File: config.mk
export PLATFORM = sky130hd
export DESIGN_NAME = ir_fetch
export DESIGN_NICKNAME = d
export VERILOG_FILES = /design/src/rtl/ir_fetch.sv
export SDC_FILE = /design/constraint.sdc
export NUM_CORES = 1
export LEC_CHECK = 0
export BUFFER_PORTS_ARGS = -buffer_cell sky130_fd_sc_hd__buf_4
export CELL_PAD_IN_SITES_DETAIL_PLACEMENT = 1
export CELL_PAD_IN_SITES_GLOBAL_PLACEMENT = 2
export CORE_ASPECT_RATIO = 1.25
export CORE_MARGIN = 2
export CORE_UTILIZATION = 24
export DETAILED_ROUTE_END_ITERATION = 8
export GPL_TIMING_DRIVEN = 0
export HOLD_SLACK_MARGIN = 0.1
export PLACE_DENSITY_LB_ADDON = 0.1
export SYNTH_ARGS = -nofsm -noshare
export SYNTH_HDL_FRONTEND = slang
export SYNTH_SLANG_ARGS = --single-unit
export TNS_END_PERCENT = 10
File: constraint.sdc
create_clock -name Clk -period 1.8 [get_ports Clk]
set_clock_uncertainty 0.2 [all_clocks]
set_input_delay 0.27 -clock Clk [delete_from_list [all_inputs] [get_ports Clk]]
set_output_delay 0.27 -clock Clk [all_outputs]
set_load 0.02 [all_outputs]
File: src/rtl/ir_fetch.sv
// Instruction-fetch stage: issues PC to memory, latches the returned word into IR, advances PC.
// Optional IR_FETCH_COUNT_EN adds a 16-bit count of consumed instructions on fetch_cnt.
module ir_fetch #(
  parameter logic [15:0] RESET_PC = 16'h0000
) (
  input  logic        Clk,
  input  logic        Reset,
  input  logic        run,
  input  logic        redirect,
  input  logic [15:0] redirect_pc,
  output logic        mem_req,
  output logic [15:0] mem_addr,
  input  logic        mem_rdy,
  input  logic [15:0] mem_rdata,
  output logic        ir_valid,
  input  logic        ir_ready,
  output logic [15:0] ir,
  output logic [3:0]  opcode,
  output logic [4:0]  imm5,
  output logic [5:0]  offset6,
  output logic [8:0]  pcoff9,
  output logic [10:0] pcoff11,
  output logic [15:0] npc
`ifdef IR_FETCH_COUNT_EN
  , output logic [15:0] fetch_cnt
`endif
);

  localparam logic [1:0] HALT  = 2'd0;
  localparam logic [1:0] FETCH = 2'd1;
  localparam logic [1:0] FULL  = 2'd2;

  logic [1:0]  state;
  logic [15:0] pc;

  // Request and valid decode straight from state so reset drops them asynchronously.
  assign mem_req  = (state == FETCH);
  assign mem_addr = pc;
  assign ir_valid = (state == FULL);

  assign opcode  = ir[15:12];
  assign imm5    = ir[4:0];
  assign offset6 = ir[5:0];
  assign pcoff9  = ir[8:0];
  assign pcoff11 = ir[10:0];

  always_ff @(posedge Clk or negedge Reset) begin
    if (!Reset) begin
      state <= HALT;
      pc    <= RESET_PC;
      ir    <= 16'h0000;
      npc   <= 16'h0000;
    end else if (redirect) begin
      // Redirect wins over any same-cycle memory completion or handshake.
      pc    <= redirect_pc;
      state <= run ? FETCH : HALT;
    end else begin
      case (state)
        HALT:  if (run) state <= FETCH;
        FETCH: if (mem_rdy) begin
          ir    <= mem_rdata;
          npc   <= pc + 16'd1;
          pc    <= pc + 16'd1;
          state <= FULL;
        end
        FULL:  if (ir_ready) state <= run ? FETCH : HALT;
        default: state <= HALT;
      endcase
    end
  end

`ifdef IR_FETCH_COUNT_EN
  always_ff @(posedge Clk or negedge Reset) begin
    if (!Reset)
      fetch_cnt <= 16'h0000;
    else if (!redirect && state == FULL && ir_ready)
      fetch_cnt <= fetch_cnt + 16'd1;
  end
`endif

endmodule

# After elaboration in Yosys (flattened, before gate mapping)
# Index checks and enable logic that the tools add are counted.
word_totals:
  register_bits: 50
  latchBits: 0
  ramBits: 0
  rom_bits: 0
  output_inout_bits: 85
  elab_cells: 26
  n_memories: 0
op_classes:
  add_sub_neg: 1
  mul: 0
  n_div: 0
  n_lt_le_gt_ge: 0
  eq_ne: 5
  n_shift: 0
  n_mux: 9
  bitwise_logic: 1
  n_reduce_logical: 6
op_table:
  columns: ["op", "count"]
  rows:
  - ["$mux W16", 3]
  - ["$add A16 B1 Y16 const B", 1]
  - ["$mux W2", 4]
  - ["$ne A3 B2 Y1 const B", 2]
  - ["$pmux W2 S3", 1]
  - ["$reduce_and A3 Y1", 2]
  - ["$reduce_bool A2 Y1", 2]
  - ["$ne A3 B3 Y1 const B", 1]
  - ["$eq A2 B1 Y1 const B", 1]
  - ["$eq A2 B2 Y1 const B", 1]
  - ["$logic_not A2 Y1", 1]
  - ["$reduce_and A2 Y1", 1]
  - ["$mux W1", 1]
  - ["$not A1 Y1", 1]

# Depth between registers and ports, before layout
depth:
  depth_word: 4
  depth_mapped: 7
  depth_no_buf: 5

# Least setup slack after synthesis
# OpenSTA, ideal clock, no wires.
synth_path:
  kind: "register to register"
  start: "register pc[0], in the netlist mem_addr[0]"
  end: "register pc[12], in the netlist mem_addr[12]"
  setup_ns: 0.145
  arrival_ns: 1.579
  path_slack_ns: -0.124
  stages_incl_launch_ff: 6
  path_buffers: 0
  period_less_slack_ns: 1.924
  cell_sequence: "dfrtp_1 ha_1 nand4_4 nor4_2 xnor2_1 o221ai_1"
synth_between:
  elab_chain_len: 4
synth_rtl:
  columns: ["item", "line_no", "text"]
  rows:
  - ["from (decl)", "34", "logic [15:0] pc;"]
  - ["from (signal assigned)", "55", "pc <= redirect_pc;"]
  - ["from (signal assigned)", "63", "pc <= pc + 16'd1;"]
  - ["$add A16 B1 Y16", "63", null]
  - ["$mux W16", "60", "FETCH: if (mem_rdy) begin"]
  - ["$mux W16", "58", "case (state)"]
  - ["$mux W16", "53", "end else if (redirect) begin"]
# No other way between the ends. The select of a mux whose other input is x is not followed.
# A chain may end at the register's enable or synchronous reset.

# Worst setup path in the final report
layout_path:
  start: "input mem_rdy"
  end: "register state[0]"
layout_between:
  elab_chain_len: 2
layout_rtl:
  columns: ["item", "line_no", "text"]
  rows:
  - ["from (decl)", "13", "input logic mem_rdy,"]
  - ["$ne A3 B2 Y1 (no source line)", null, null]
  - ["$reduce_and A3 Y1 (no source line)", null, null]
  - ["to (signal assigned)", "56", "state <= run ? FETCH : HALT;"]
  - ["to (signal assigned)", "66", "FULL: if (ir_ready) state <= run ? FETCH : HALT;"]
  - ["to (decl)", "33", "logic [1:0] state;"]
# No other way between the ends.

==> impl_metrics.json <==
{
  "outcome": "complete, no violations",
  "first_global_vias": 2657,
  "fmax_mhz": 567,
  "cts_root_buf": "clkbuf_16",
  "cts.path.max_buffers": 2,
  "syn_area_mm2": 0.00274,
  "placement.io_buffers": 121,
  "hold_depth": 3,
  "r2r_end": "mem_addr[14]",
  "drive_gt1_share_pct": 44.9,
  "period_minus_slack_ns": 1.77,
  "grt_pass1_wl_um": 13500,
  "synth.avg_cell_area_um2": 9.13,
  "rsz0062_at_grt": "yes",
  "cts_made_buffers": 5,
  "die_h_um": 123,
  "synthCells": 300,
  "r2r_slack_ns": 0.07,
  "area_growth_pct": 66.0,
  "cts_tree": "done",
  "crit_fanout": 5,
  "n_fill_cell": 1352,
  "drtAntennaViolNets": 0,
  "antenna_found_initial": 0,
  "num_antenna_cells": 0,
  "synth_cell_types": 34,
  "core_mm2": 0.0111,
  "synth.most_common_cell": "nand2_1",
  "die_x_um": 99.6,
  "drt_first_pass_iters": 2,
  "hp-start": "redirect",
  "multi_input_area_mm2": 0.00121,
  "p_leak_nw": 2.21,
  "maxCapViolations": 0,
  "holdCritPathClass": "input pin to flip-flop",
  "place_congestion": 0.707,
  "ys_seq_elements": 50,
  "relSlewSlack_pct": 53.5,
  "via_count": 2642,
  "critPathCaptureType": "flip-flop",
  "clk_latency_ns": 0.29,
  "wl_per_cell_um": 14.2,
  "synth_top_area_cell": "dfrtp_1",
  "start_util_pct": 24.6,
  "crit_type": "input pin to flip-flop",
  "synthTopCellsByCount": "nand2_1 (93), dfrtp_1 (50), buf_4 (35)",
  "hold_end": "state[1]",
  "seq_area_mm2": 0.00126,
  "viasPerCell": 4.30,
  "p_per_area_mw_per_mm2": 1050,
  "rr_worst_depth": 5,
  "maxSlewViolCount": 0,
  "ys_top_cells_by_area": "dfrtp_1 (46%), nand2_1 (13%), buf_4 (9.6%), xnor2_1 (6.1%), nor4_2 (2.7%)",
  "synth_edf_count": 0,
  "drc": 0,
  "htree_levels": 2,
  "r2r_start": "mem_addr[5]",
  "hold-worst-slack_ns": 0.215,
  "synth_nets": 339,
  "drtIter0Drc": 67,
  "numClockSinks": 50,
  "grt_use_total_pct": 14.1,
  "cp.required_ns": 1.83,
  "p_total_mw": 4.79,
  "clkTransAtPathRegs_ns": 0.07,
  "cp-start-kind": "input pin",
  "dp_hpwl_um": 6190,
  "ys_warn_count": 0,
  "rows": 43,
  "max_slew.worst_pin.slew_ns": 0.697,
  "ys.flop_type": "dfrtp_1",
  "fin_nets": 517,
  "vdd_drop_max_v": 0.000407,
  "finalHoldViolCount": 0,
  "grt_start_max_net_pins": 51,
  "critPathArrivalTime_ns": 1.79,
  "grt.overflow.total": 0,
  "synth.top_cell.area_share_pct": 45.7,
  "seq_area_frac_synth_pct": 45.7,
  "min_period_over_period_pct": 98.1,
  "setup_viol": 0,
  "async_flop_share_pct": 100,
  "die-area_mm2": 0.0123,
  "drt_wl_total_um": 8710,
  "ios": 123
}
worst max-delay path, cell delays in order:
cell	delay, ns
buf_4	0.12
dlygate4sd3_1	0.56
o41ai_1	0.25
dlygate4sd3_1	0.59
registers in the layout, summed over array words and instances (netlist names):
| signal | cells |
|---|---|
| ir | 16 |
| npc | 16 |
| state | 2 |
| mem_addr | 16 |
cell families (layout without fill, tap and decap cells):
kind of cell / count (synthesis) / after routing / share of synthesized area (%)
DFF: 50 / 50 / 45.7
adders and majority gates: 1 / 1 / 0.457
xor gates and xnor gates: 22 / 22 / 7.03
buffers and inverters: 56 / 235 / 12.8
muxes: 4 / 4 / 1.46
and+or+nand+nor: 133 / 133 / 25.0
AOI/OAI and AO/OA: 34 / 34 / 7.58
through the flow:
stage	setup WS (ns)	cell area [um^2]	cells	utilization (%)	TNS (ns)
final	0.0350	4550	614	40.8	0
after global routing	-0.0494	4550	614	40.8	-0.115
after CTS	-0.0104	4440	606	39.9	-0.0246
after detailed placement	-0.147	3820	556	34.3	-0.830
after global placement	-0.133	3820	556	34.3	-0.781
after floorplan	-0.0471	2750	300	-	-0.0471
per-layer routing:
layer	vias to the layer above	GRT usage [%]	share of wire, %	wire (um)
met5	-	0	0	0
li1	1303	-	-	-
met2	77	26.4	51	4410
met1	1256	16.2	44	3820
met3	6	2.83	4.4	386
met4	0	4.11	1.2	104
worst max path at each step:
stage	cells past startpoint	from	endpoint	slack [ns]
floorplan	5	mem_addr[5]	mem_addr[11]	-0.05
global placement	5	mem_addr[0]	mem_addr[14]	-0.13
detailed placement	5	mem_addr[0]	mem_addr[14]	-0.15
CTS	5	mem_addr[1]	mem_addr[14]	-0.01
global route	4	mem_rdy	state[0]	-0.05
finish	4	mem_rdy	state[0]	0.03
cell type report:
cell class,count,share of cell area (%)
plain buffers,51,7.73
clock inverters,2,0.825
inverters,5,0.413
multi-input cells,194,26.5
well taps,135,3.71
repair buffers,171,30.2
clock buffers,6,2.83
flip-flops and latches,50,27.8
where the power goes:
part           leakage [nW]  switching, mW  internal [mW]  total, mW
Sequential            0.609          0.222           1.35       1.57
Combinational          1.52           1.07           1.04       2.12
Clock                0.0771          0.445          0.658       1.10
cell usage in the layout, fill, tap and decap left out, drive strengths merged, types with 2 or more instances in the layout:
master	instances
buf	178
nand2	93
dfrtp	50
dlygate4sd3	36
o21ai	25
xnor2	19
clkbuf	14
nor2	9
nor4	8
nor3	6
inv	5
nand3	5
mux2i	4
nand4	4
nor2b	3
xor2	3
o221ai	3
a22oi	2
repair_timing:
action	4_1_cts	5_1_grt
hold endpoints to repair	84	0
pin swaps	3	4
cloned	0	0
hold buffers	36	0
gates resized for setup	11	17
setup endpoints to repair	24	36
setup buffers	6	8
Note: power is estimated with default switching activity, not from simulation.
